<file path="src/rtl/s2p_rx_if.sv">
`default_nettype none
// ============================================================================
// Module      : s2p_rx_if
// Description : Bundle of the serial-to-parallel receiver's bus signals.
//               master : serial source / result consumer
//                        (drives ENB, frame_in, data_in)
//               slave  : the receiver (drives Q0..Q3, data_out, valid,
//                        sync_err, parity_err)
// Ports       : ENB        - bit enable; 0 stalls the receiver
//               frame_in   - marks the first bit of a frame
//               data_in    - four serial lanes, lane i carries byte i
//               Q0..Q3     - reassembled bytes of lanes 0..3
//               data_out   - {Q3,Q2,Q1,Q0}
//               valid      - one-cycle pulse when the outputs update
//               sync_err   - one-cycle pulse on a mid-frame restart
//               parity_err - per-lane parity error, qualified by valid
// Revision    : 1.0 - initial release
// ============================================================================
interface s2p_rx_if;
    logic        ENB;
    logic        frame_in;
    logic [3:0]  data_in;
    logic [7:0]  Q0;
    logic [7:0]  Q1;
    logic [7:0]  Q2;
    logic [7:0]  Q3;
    logic [31:0] data_out;
    logic        valid;
    logic        sync_err;
    logic [3:0]  parity_err;

    modport master (
        output ENB, frame_in, data_in,
        input  Q0, Q1, Q2, Q3, data_out, valid, sync_err, parity_err
    );

    modport slave (
        input  ENB, frame_in, data_in,
        output Q0, Q1, Q2, Q3, data_out, valid, sync_err, parity_err
    );
endinterface
`default_nettype wire

</file>
<file path="src/rtl/s2p_rx.sv">
`default_nettype none
// ============================================================================
// Module      : s2p_rx
// Description : Four-lane serial-to-parallel receiver. Each lane shifts one
//               bit per enabled clock into a private 8-bit register; at the
//               end of a frame the four bytes are loaded into registered
//               outputs and a one-cycle valid pulse is produced.
// Parameters  : MSB_FIRST - 1: lanes deliver bit 7 first, 0: bit 0 first
// Macro       : S2P_PARITY_EN - when defined, frames are 9 bits long and the
//               9th bit of each lane is even parity over its 8 data bits;
//               when undefined, frames are 8 bits and parity_err is 0.
// Ports       : clk   - serial bit clock, rising edge
//               rst_n - asynchronous active-low reset
//               bus   - s2p_rx_if.slave (ENB, frame_in, data_in in;
//                       Q0..Q3, data_out, valid, sync_err, parity_err out)
// Revision    : 1.0 - initial release
// ============================================================================
module s2p_rx #(
    parameter int MSB_FIRST = 1
) (
    input  wire logic  clk,
    input  wire logic  rst_n,
    s2p_rx_if.slave    bus
);

`ifdef S2P_PARITY_EN
    localparam int unsigned FRAME_LEN = 9;
`else
    localparam int unsigned FRAME_LEN = 8;
`endif
    localparam logic [3:0] LAST_BIT = 4'(FRAME_LEN - 1);

    typedef enum logic [0:0] {
        IDLE  = 1'b0,
        SHIFT = 1'b1
    } state_t;

    state_t      state_q;
    logic [3:0]  cnt_q;        // index of the next bit to be sampled
    logic [7:0]  sr_q [4];
    logic [7:0]  q_q  [4];
    logic        valid_q;
    logic        sync_err_q;

    logic [7:0]  w_shift [4];  // lane register with the current bit shifted in
    logic [7:0]  w_byte  [4];  // byte delivered when the frame completes
    logic        w_last;

`ifdef S2P_PARITY_EN
    logic [3:0]  perr_q;
    logic [3:0]  w_perr;
`endif

    for (genvar i = 0; i < 4; i++) begin : g_lane
        if (MSB_FIRST != 0) begin : g_msb
            assign w_shift[i] = {sr_q[i][6:0], bus.data_in[i]};
        end else begin : g_lsb
            assign w_shift[i] = {bus.data_in[i], sr_q[i][7:1]};
        end
`ifdef S2P_PARITY_EN
        // The last bit is parity, so the data byte is already complete.
        assign w_byte[i] = sr_q[i];
        assign w_perr[i] = (^sr_q[i]) ^ bus.data_in[i];
`else
        // The last data bit is still on the lane; deliver it directly.
        assign w_byte[i] = w_shift[i];
`endif
    end

    assign w_last = (state_q == SHIFT) && (cnt_q == LAST_BIT);

    always_ff @(posedge clk or negedge rst_n) begin
        if (!rst_n) begin
            state_q    <= IDLE;
            cnt_q      <= 4'd0;
            valid_q    <= 1'b0;
            sync_err_q <= 1'b0;
            for (int i = 0; i < 4; i++) begin
                sr_q[i] <= 8'd0;
                q_q[i]  <= 8'd0;
            end
`ifdef S2P_PARITY_EN
            perr_q     <= 4'd0;
`endif
        end else begin
            // Status outputs are single-cycle pulses, also while stalled.
            valid_q    <= 1'b0;
            sync_err_q <= 1'b0;
`ifdef S2P_PARITY_EN
            perr_q     <= 4'd0;
`endif
            if (bus.ENB) begin
                case (state_q)
                    IDLE: begin
                        if (bus.frame_in) begin
                            state_q <= SHIFT;
                            cnt_q   <= 4'd1;
                            for (int i = 0; i < 4; i++) sr_q[i] <= w_shift[i];
                        end
                    end
                    SHIFT: begin
                        if (w_last) begin
                            for (int i = 0; i < 4; i++) q_q[i] <= w_byte[i];
                            valid_q <= 1'b1;
`ifdef S2P_PARITY_EN
                            perr_q  <= w_perr;
`endif
                            // frame_in on the last bit also opens the next
                            // frame; this lane value doubles as its bit 0.
                            if (bus.frame_in) begin
                                cnt_q <= 4'd1;
                                for (int i = 0; i < 4; i++) sr_q[i] <= w_shift[i];
                            end else begin
                                state_q <= IDLE;
                                cnt_q   <= 4'd0;
                            end
                        end else if (bus.frame_in) begin
                            // Restart: the partial frame is dropped and this
                            // bit becomes bit 0; stale bits shift out.
                            cnt_q      <= 4'd1;
                            sync_err_q <= 1'b1;
                            for (int i = 0; i < 4; i++) sr_q[i] <= w_shift[i];
                        end else begin
                            cnt_q <= cnt_q + 4'd1;
                            for (int i = 0; i < 4; i++) sr_q[i] <= w_shift[i];
                        end
                    end
                    default: begin
                        state_q <= IDLE;
                        cnt_q   <= 4'd0;
                    end
                endcase
            end
        end
    end

    assign bus.Q0       = q_q[0];
    assign bus.Q1       = q_q[1];
    assign bus.Q2       = q_q[2];
    assign bus.Q3       = q_q[3];
    assign bus.data_out = {q_q[3], q_q[2], q_q[1], q_q[0]};
    assign bus.valid    = valid_q;
    assign bus.sync_err = sync_err_q;
`ifdef S2P_PARITY_EN
    assign bus.parity_err = perr_q;
`else
    assign bus.parity_err = 4'd0;
`endif

endmodule
`default_nettype wire

</file>
<file path="src/flat_wrapper.sv">
// flat-port wrapper written by rule: the top's interface ports become plain ports
module s2p_rx_flat 
#(
    parameter int MSB_FIRST = 1
)
  (clk, rst_n, bus_ENB, bus_frame_in, bus_data_in, bus_Q0, bus_Q1, bus_Q2, bus_Q3, bus_data_out, bus_valid, bus_sync_err, bus_parity_err);
  s2p_rx_if bus_i ();
  input  wire logic clk;
  input  wire logic rst_n;
  input wire logic [$bits(bus_i.ENB)-1:0] bus_ENB;
  input wire logic [$bits(bus_i.frame_in)-1:0] bus_frame_in;
  input wire logic [$bits(bus_i.data_in)-1:0] bus_data_in;
  output wire logic [$bits(bus_i.Q0)-1:0] bus_Q0;
  output wire logic [$bits(bus_i.Q1)-1:0] bus_Q1;
  output wire logic [$bits(bus_i.Q2)-1:0] bus_Q2;
  output wire logic [$bits(bus_i.Q3)-1:0] bus_Q3;
  output wire logic [$bits(bus_i.data_out)-1:0] bus_data_out;
  output wire logic [$bits(bus_i.valid)-1:0] bus_valid;
  output wire logic [$bits(bus_i.sync_err)-1:0] bus_sync_err;
  output wire logic [$bits(bus_i.parity_err)-1:0] bus_parity_err;
  assign bus_i.ENB = bus_ENB;
  assign bus_i.frame_in = bus_frame_in;
  assign bus_i.data_in = bus_data_in;
  assign bus_Q0 = bus_i.Q0;
  assign bus_Q1 = bus_i.Q1;
  assign bus_Q2 = bus_i.Q2;
  assign bus_Q3 = bus_i.Q3;
  assign bus_data_out = bus_i.data_out;
  assign bus_valid = bus_i.valid;
  assign bus_sync_err = bus_i.sync_err;
  assign bus_parity_err = bus_i.parity_err;
  s2p_rx #(.MSB_FIRST(MSB_FIRST)) u_core (.clk(clk), .rst_n(rst_n), .bus(bus_i));
endmodule
</file>
<file path="config.mk">
export PLATFORM = sky130hd
export DESIGN_NAME = s2p_rx_flat
export DESIGN_NICKNAME = d
export VERILOG_FILES = /design/src/rtl/s2p_rx_if.sv /design/src/rtl/s2p_rx.sv /design/src/flat_wrapper.sv
export SDC_FILE = /design/constraint.sdc
export NUM_CORES = 1
export LEC_CHECK = 0
export BUFFER_PORTS_ARGS = -buffer_cell sky130_fd_sc_hd__clkbuf_2
export CORE_MARGIN = 2
export CORE_UTILIZATION = 52
export DETAILED_ROUTE_END_ITERATION = 7
export GPL_TIMING_DRIVEN = 0
export PLACE_DENSITY = 0.84
export SYNTH_ARGS = -nofsm -noshare
export SYNTH_HDL_FRONTEND = slang
export SYNTH_SLANG_ARGS = --single-unit
export TNS_END_PERCENT = 1
</file>
<file path="constraint.sdc">
create_clock -name clk -period 1.92 [get_ports clk]
set_input_delay 0.096 -clock clk [delete_from_list [all_inputs] [get_ports clk]]
set_output_delay 0.096 -clock clk [all_outputs]
set_load 0.02 [all_outputs]
</file>
==> reports/metrics.yaml, run 1 <==
seq_power_share: 0.449
area.growth.synth_to_final_pct: 25.0
clock_tree.root_cell: "clkbuf_8"
die_h_um: 78.6
power_frac_comb: 0.292
clkSlewWorstSetupHoldPaths_ps: 70
antennaDiodeCount: 0
seq_area_frac_synth: 0.579
crit_path_end_kind: "flop"
placed_area_sq_um: 3360
cap_violations: 0
grt_pass1_vias: 1633
cts_buffer_depth: 2
setup_viol_count_final: 0
final-hold-violation-count: 0
critPathRequiredTime_ps: 2130
drive_gt1_frac: 0.660
numPortBuffers: 72
worstSetupPathType: "reg -> reg"
core_sq_um: 5440
fin_area_sq_um: 3620
irDropWorstVdd_mv: 0.838
grt_start_max_net_pins: 68
grt_use_total: 0.160
place.gp.congestion: 0.685
final_max_slew_viol_count: 0
arrival_ps: 2020
die_area_sq_um: 6180
period_share: 0.946
cts_tree: "built"
p_switching_uw: 1380
synth.distinct_cells: 25
synthArstFlopShare: 1.00
fin_ws_ps: 104
drc: 0
status: "finished clean"
nNetsFinal: 301
drtPass1Iterations: 4
swShare: 0.301
fin_tns_setup_ps: 0
vias: 1759
avgSynthCellArea_sq_um: 14.5
clkLatencyLatePin_ps: 320
critPathMaxFanout: 10
rows: 27
p_per_area_nw_per_um2: 1270
tritoncts.num_buffers: 9
leakage_uw: 0.00198
finClkSkew_ps: 4.35
hold_path_depth: 2
wirelength_mm: 4.50
synth_edf_count: 0
slowest_delay_ps: 400
yosys_warnings: 0
crit_buf_inv: 2
worst-path-stages: 6
routed_via_density: 4.77
die_w_um: 78.6
rsz0062_at_grt: "false"
cts_sinks: 67
initial_core_util: 0.532
critPathLaunchType: "flop"
drt_iter0_markers: 68
synthTopCellsByArea: "dfrtp_1 (58%), mux2_2 (20%), buf_4 (9.3%), mux2_4 (4.7%), buf_2 (0.86%)"
synth_top_area_cell: "dfrtp_1"
drtAntennaViolNets: 0
grt_pass1_wl_mm: 7.53
synth-seq-cells: 67
grt_overflow: 0
power_frac_clock: 0.259
ys.flop_type: "dfrtp_1"
yosysTopAreaCellShare: 0.579
min_period_ps: 1820
wl_per_cell_um: 12.2
tightest_slew_ps: 866
dp.final_hpwl_mm: 3.04
max_slew_margin: 0.423
io_pins: 78
hp-class: "in -> reg"
max_freq_ghz: 0.551
crit_family: "simple AND/OR/NAND/NOR gates"
antenna_found_initial: 0
post-place-ws_ps: 34.7
p_int_uw: 3200
netlist_instances: 200
h-tree-depth: 3
syn_area_sq_um: 2890
r2r_cells: 6
slowest_stage: "dfrtp_1"
critical_path.cell_chain: "ha_1, nor4bb_2, nor3_2, buf_6, buf_8, mux2_4"
-- registers in the layout, indices dropped and copies added, names as in the netlist --
name,count
u_core.sr_q,28
u_core.state_q,1
u_core.bus.Q2,8
u_core.bus.Q3,8
u_core.bus.Q1,8
u_core.cnt_q,4
u_core.bus.Q0,8
u_core.bus.valid,1
u_core.bus.sync_err,1
-- per-stage QoR --
| stage | total power, uW | instances | util | hold slack [ps] |
|---|---|---|---|---|
| 2_1_floorplan | 3000 | 203 | - | -200 |
| 3_3_place_gp | 3370 | 347 | 0.617 | 348 |
| 3_5_place_dp | 3420 | 347 | 0.617 | 300 |
| 4_1_cts | 4620 | 364 | 0.657 | 2.77 |
| 5_1_grt | 4850 | 369 | 0.665 | 10.3 |
| 6_report | 4580 | 369 | 0.665 | 19.5 |
-- path summary, 6_finish.rpt --
path	slack, ps	from	endpoint
setup / recovery	100	u_core.cnt_q[0]	u_core.sr_q[14]
hold / removal	20	bus_data_in[0]	u_core.bus.Q0[0]
setup reg to reg	100	u_core.cnt_q[0]	u_core.sr_q[14]
hold reg to reg	500	u_core.sr_q[30]	u_core.sr_q[30]
max in group asynchronous	900	rst_n	u_core.bus.Q1[1]
min in group asynchronous	440	rst_n	u_core.cnt_q[0]
-- synth_stat cells, types with 2 or more instances --
cell      n
buf_4    36
o21ai_0   5
buf_2     5
inv_1     2
mux2_4    9
nor2_1    4
nand4_1   2
mux2_2   51
buf_6     2
dfrtp_1  67
nand2_1   3
-- final cells by class --
class	count	area (sq um)
Clock inverter	1	30.0
Clock buffer	15	176
Buffer	43	324
Sequential cell	67	1680
Timing Repair Buffer	78	410
Fill cell	406	1820
Inverter	2	7.51
Multi-Input combinational cell	91	903
Tap cell	72	90.1
-- timing repair --
action                                  4_1_cts  5_1_grt
gates resized for setup                       0        3
buffers inserted                              0        5
endpoints found under the hold margin        67        0
hold buffers                                  1        0
endpoints found under the setup margin        0       19
-- kinds of logic after synthesis --
| logic type | share of synthesized area |
|---|---|
| DFF | 0.579 |
| muxes | 0.249 |
| buffers and inverters | 0.112 |
| and+or+nand+nor | 0.0376 |
| AOI/OAI and AO/OA | 0.0164 |
| adders and majority gates | 0.00432 |
| other | 0.00130 |
-- power groups by stage --
stage               sequential [uW]  combinational (uW)  clock, uW
finish                         2060                1340       1180
global route                   2130                1430       1290
CTS                            2070                1330       1220
detailed placement             2090                1330          0
global placement               2070                1300          0
floorplan                      2180                 820          0
-- per-layer routing --
layer  routed length (um)  track usage  share of wire  vias to the layer above
li1                     -            -              -                      842
met1                 2100        0.214           0.47                      850
met2                 2080        0.238           0.46                       61
met3                  259       0.0345          0.058                        6
met4                   61        0.102          0.014                        0
met5                    0            0              0                        -
-- placed cells by master (no fill, tap or decap), types with 2 or more instances in the layout --
cell type  netlist  final
nand4_1          2      2
buf_2            5      4
buf_4           36     42
clkbuf_1         0      3
mux2_2          51     51
mux2_4           9      9
o21ai_0          5      5
nor2_1           4      4
dfrtp_1         67     67
nand2_1          3      3
conb_1           1      4
clkbuf_2         0     71
inv_1            2      2
clkbuf_8         0     12
-- worst register-to-register path: cells and delay by family, from the launching register on --
kind | cells | cell delay [ps]
simple gates | 2 | 430
flops | 1 | 400
buf+inv | 2 | 320
mux | 1 | 310
fa+ha+maj | 1 | 240
(Power assumes the default switching activity.)
==> inputs of run 2 (changes only) <==
- CELL_PAD_IN_SITES_DETAIL_PLACEMENT: not set -> 0
- CELL_PAD_IN_SITES_GLOBAL_PLACEMENT: not set -> 1
- CORE_UTILIZATION: 52 -> 35
- PLACE_DENSITY: 0.84 -> 0.73
==> run 2 against run 1 <==
Against the previous run:
- sequential power about the same
- core utilization fell by 21 points
- critical path depth shrank 1
- clock skew is 1.1 ps higher
- power rose by 1.1%
- sequential cell count unchanged
- largest power group unchanged
- first-iteration DRC count increased by 2.9%
- die area increased by 46%
- highest routed layer unchanged
- non-clock buffer count fell by 1
- via count decreased by 2.7%
- critical path type unchanged
- design area rose by 1.8%
==> reports/metrics.yaml, run 2 (synthesized netlist as in run 1, its figures left out) <==
status: "finished clean"  # unchanged
grt_start_max_net_pins: 68  # unchanged
crit_path_end_kind: "flop"  # unchanged
io_pins: 78  # unchanged
clkSlewWorstSetupHoldPaths_ps: 70  # about the same
tritoncts.num_buffers: 9  # unchanged
fin_util: 0.453  # was 0.665
multi_input_area_sq_um: 903  # unchanged
drive_gt1_frac: 0.655  # was 0.660
wirelength_mm: 4.72  # was 4.50 mm
critPathLaunchType: "flop"  # unchanged
critPathRequiredTime_ps: 2140  # was 2130 ps
numPortBuffers: 72  # unchanged
leakage_uw: 0.00198  # about the same
critPathMaxFanout: 19  # was 10
layout_commonest_cell: "clkbuf_2"  # unchanged
fin_tns_setup_ps: 0  # unchanged
clock_tree.root_cell: "clkbuf_8"  # unchanged
die_h_um: 94.9  # was 78.6 um
p_per_area_nw_per_um2: 1260  # was 1270 nW/um^2
finClkSkew_ps: 5.45  # was 4.35 ps
grt_pass1_wl_mm: 7.59  # was 7.53 mm
die_area_sq_um: 9010  # was 6180 sq um
drtPass1Iterations: 4  # unchanged
clkLatencyLatePin_ps: 330  # was 320 ps
grt_pass1_vias: 1540  # was 1633
layout_common_cells: "clkbuf_2 (71), dfrtp_1 (67), mux2_2 (51)"  # unchanged
wl_per_cell_um: 11.8  # was 12.2 um
antennaDiodeCount: 0  # unchanged
routed_via_density: 4.27  # was 4.77
cts_buffer_depth: 2  # unchanged
hold_ws_ps: 76.4  # was 19.5 ps
min_period_ps: 1790  # was 1820 ps
fillers: 781  # was 406
cts_setup_buffers: 0  # unchanged
die_w_um: 94.9  # was 78.6 um
h-tree-depth: 3  # unchanged
placed_area_sq_um: 3430  # was 3360 sq um
initial_core_util: 0.356  # was 0.532
slowest_delay_ps: 420  # was 400 ps
irDropWorstVdd_mv: 0.496  # was 0.838 mV
dp.final_hpwl_mm: 3.18  # was 3.04 mm
vias: 1711  # was 1759
critical_path.cell_chain: "ha_1, nor4bb_2, nor3_2, buf_6, mux2_2"  # was ha_1, nor4bb_2, nor3_2, buf_6, buf_8, mux2_4
antenna_found_initial: 0  # unchanged
place.gp.congestion: 0.696  # was 0.685
max_freq_ghz: 0.557  # was 0.551 GHz
nNetsFinal: 300  # was 301
cts_sinks: 67  # unchanged
rows: 33  # was 27
drc: 0  # unchanged
drt_iter0_markers: 70  # was 68
area.growth.synth_to_final_pct: 27.3  # was 25.0%
power_uw: 4630  # was 4580 uW
drtAntennaViolNets: 0  # unchanged
fin_area_sq_um: 3680  # was 3620 sq um
core_sq_um: 8130  # was 5440 sq um
rsz0062_at_grt: "false"  # unchanged
setup_viol_count_final: 0  # unchanged
cts_tree: "built"  # unchanged
seqCellArea_sq_um: 1680  # unchanged
period_share: 0.935  # was 0.946
grt_overflow: 0  # unchanged
worstSetupPathType: "reg -> reg"  # unchanged
final-hold-violation-count: 0  # unchanged
top_register: "u_core.sr_q"  # unchanged
arrival_ps: 2010  # was 2020 ps
hp-class: "in -> reg"  # unchanged
slowest_stage: "dfrtp_1"  # unchanged
final_max_slew_viol_count: 0  # unchanged
largest_register_ffs: 28  # unchanged
cap_violations: 0  # unchanged
grt_use_total: 0.114  # was 0.160
==> run 2: cell count changes in the layout (fill, tap and decap cells not counted), sizes merged <==
cell,change
clkbuf,-5
dlygate4sd3,+4
clkinv,+5
buf,-6
bufinv,+1
==> run 2: report_power, final <==
group | internal, uW | switching (uW)
clock | 728 | 529
combinational | 694 | 624
sequential | 1790 | 267
total | 3210 | 1420
==> run 2: worst paths after layout <==
kind | start | to | slack (ps) | depth (start not counted)
worst max-delay path | u_core.cnt_q[0] | u_core.sr_q[25] | 130 | 5
worst min-delay path | bus_ENB | u_core.bus.sync_err | 80 | 3
worst max register to register | u_core.cnt_q[0] | u_core.sr_q[25] | 130 | 5
worst min register to register | u_core.sr_q[22] | u_core.sr_q[22] | 510 | 1
max in group asynchronous | rst_n | u_core.bus.Q2[2] | 1320 | 3
min in group asynchronous | rst_n | u_core.bus.valid | 310 | 3
==> run 2: metrics by stage <==
| step | instances | setup slack [ps] |
|---|---|---|
| after detailed placement | 381 | 79.6 |
| after floorplan | 203 | 218 |
| after CTS | 402 | 57.1 |
| after global placement | 380 | 71.4 |
| after global routing | 401 | 34.8 |
| final | 401 | 125 |
==> run 2: worst max-delay path, delay by kind of cell (launching register included) <==
kind,cells,cell delay (ps)
mux,1,370
flops,1,420
simple gates,2,390
buf+inv,1,260
fa+ha+maj,1,240
==> run 2: final cells by class <==
| class | count | share of cell area |
|---|---|---|
| Sequential cell | 67 | 0.455 |
| Multi-Input combinational cell | 91 | 0.245 |
| Timing Repair Buffer | 78 | 0.120 |
| Buffer | 42 | 0.0839 |
| Tap cell | 105 | 0.0357 |
| Clock buffer | 9 | 0.0336 |
| Clock inverter | 7 | 0.0251 |
| Inverter | 2 | 0.00204 |
==> run 2: routing by layer <==
| layer | GRT usage | up-vias | routed length (um) |
|---|---|---|---|
| met5 | 0 | - | 0 |
| li1 | - | 828 | - |
| met1 | 0.153 | 827 | 2220 |
| met2 | 0.163 | 46 | 2140 |
| met4 | 0.0652 | 0 | 92 |
| met3 | 0.0319 | 10 | 263 |
==> run 2: timing repair <==
item                                    CTS  global route
endpoints found under the hold margin    74             0
hold buffers                              5             0
endpoints found under the setup margin    0            11
resized for setup                         0             1
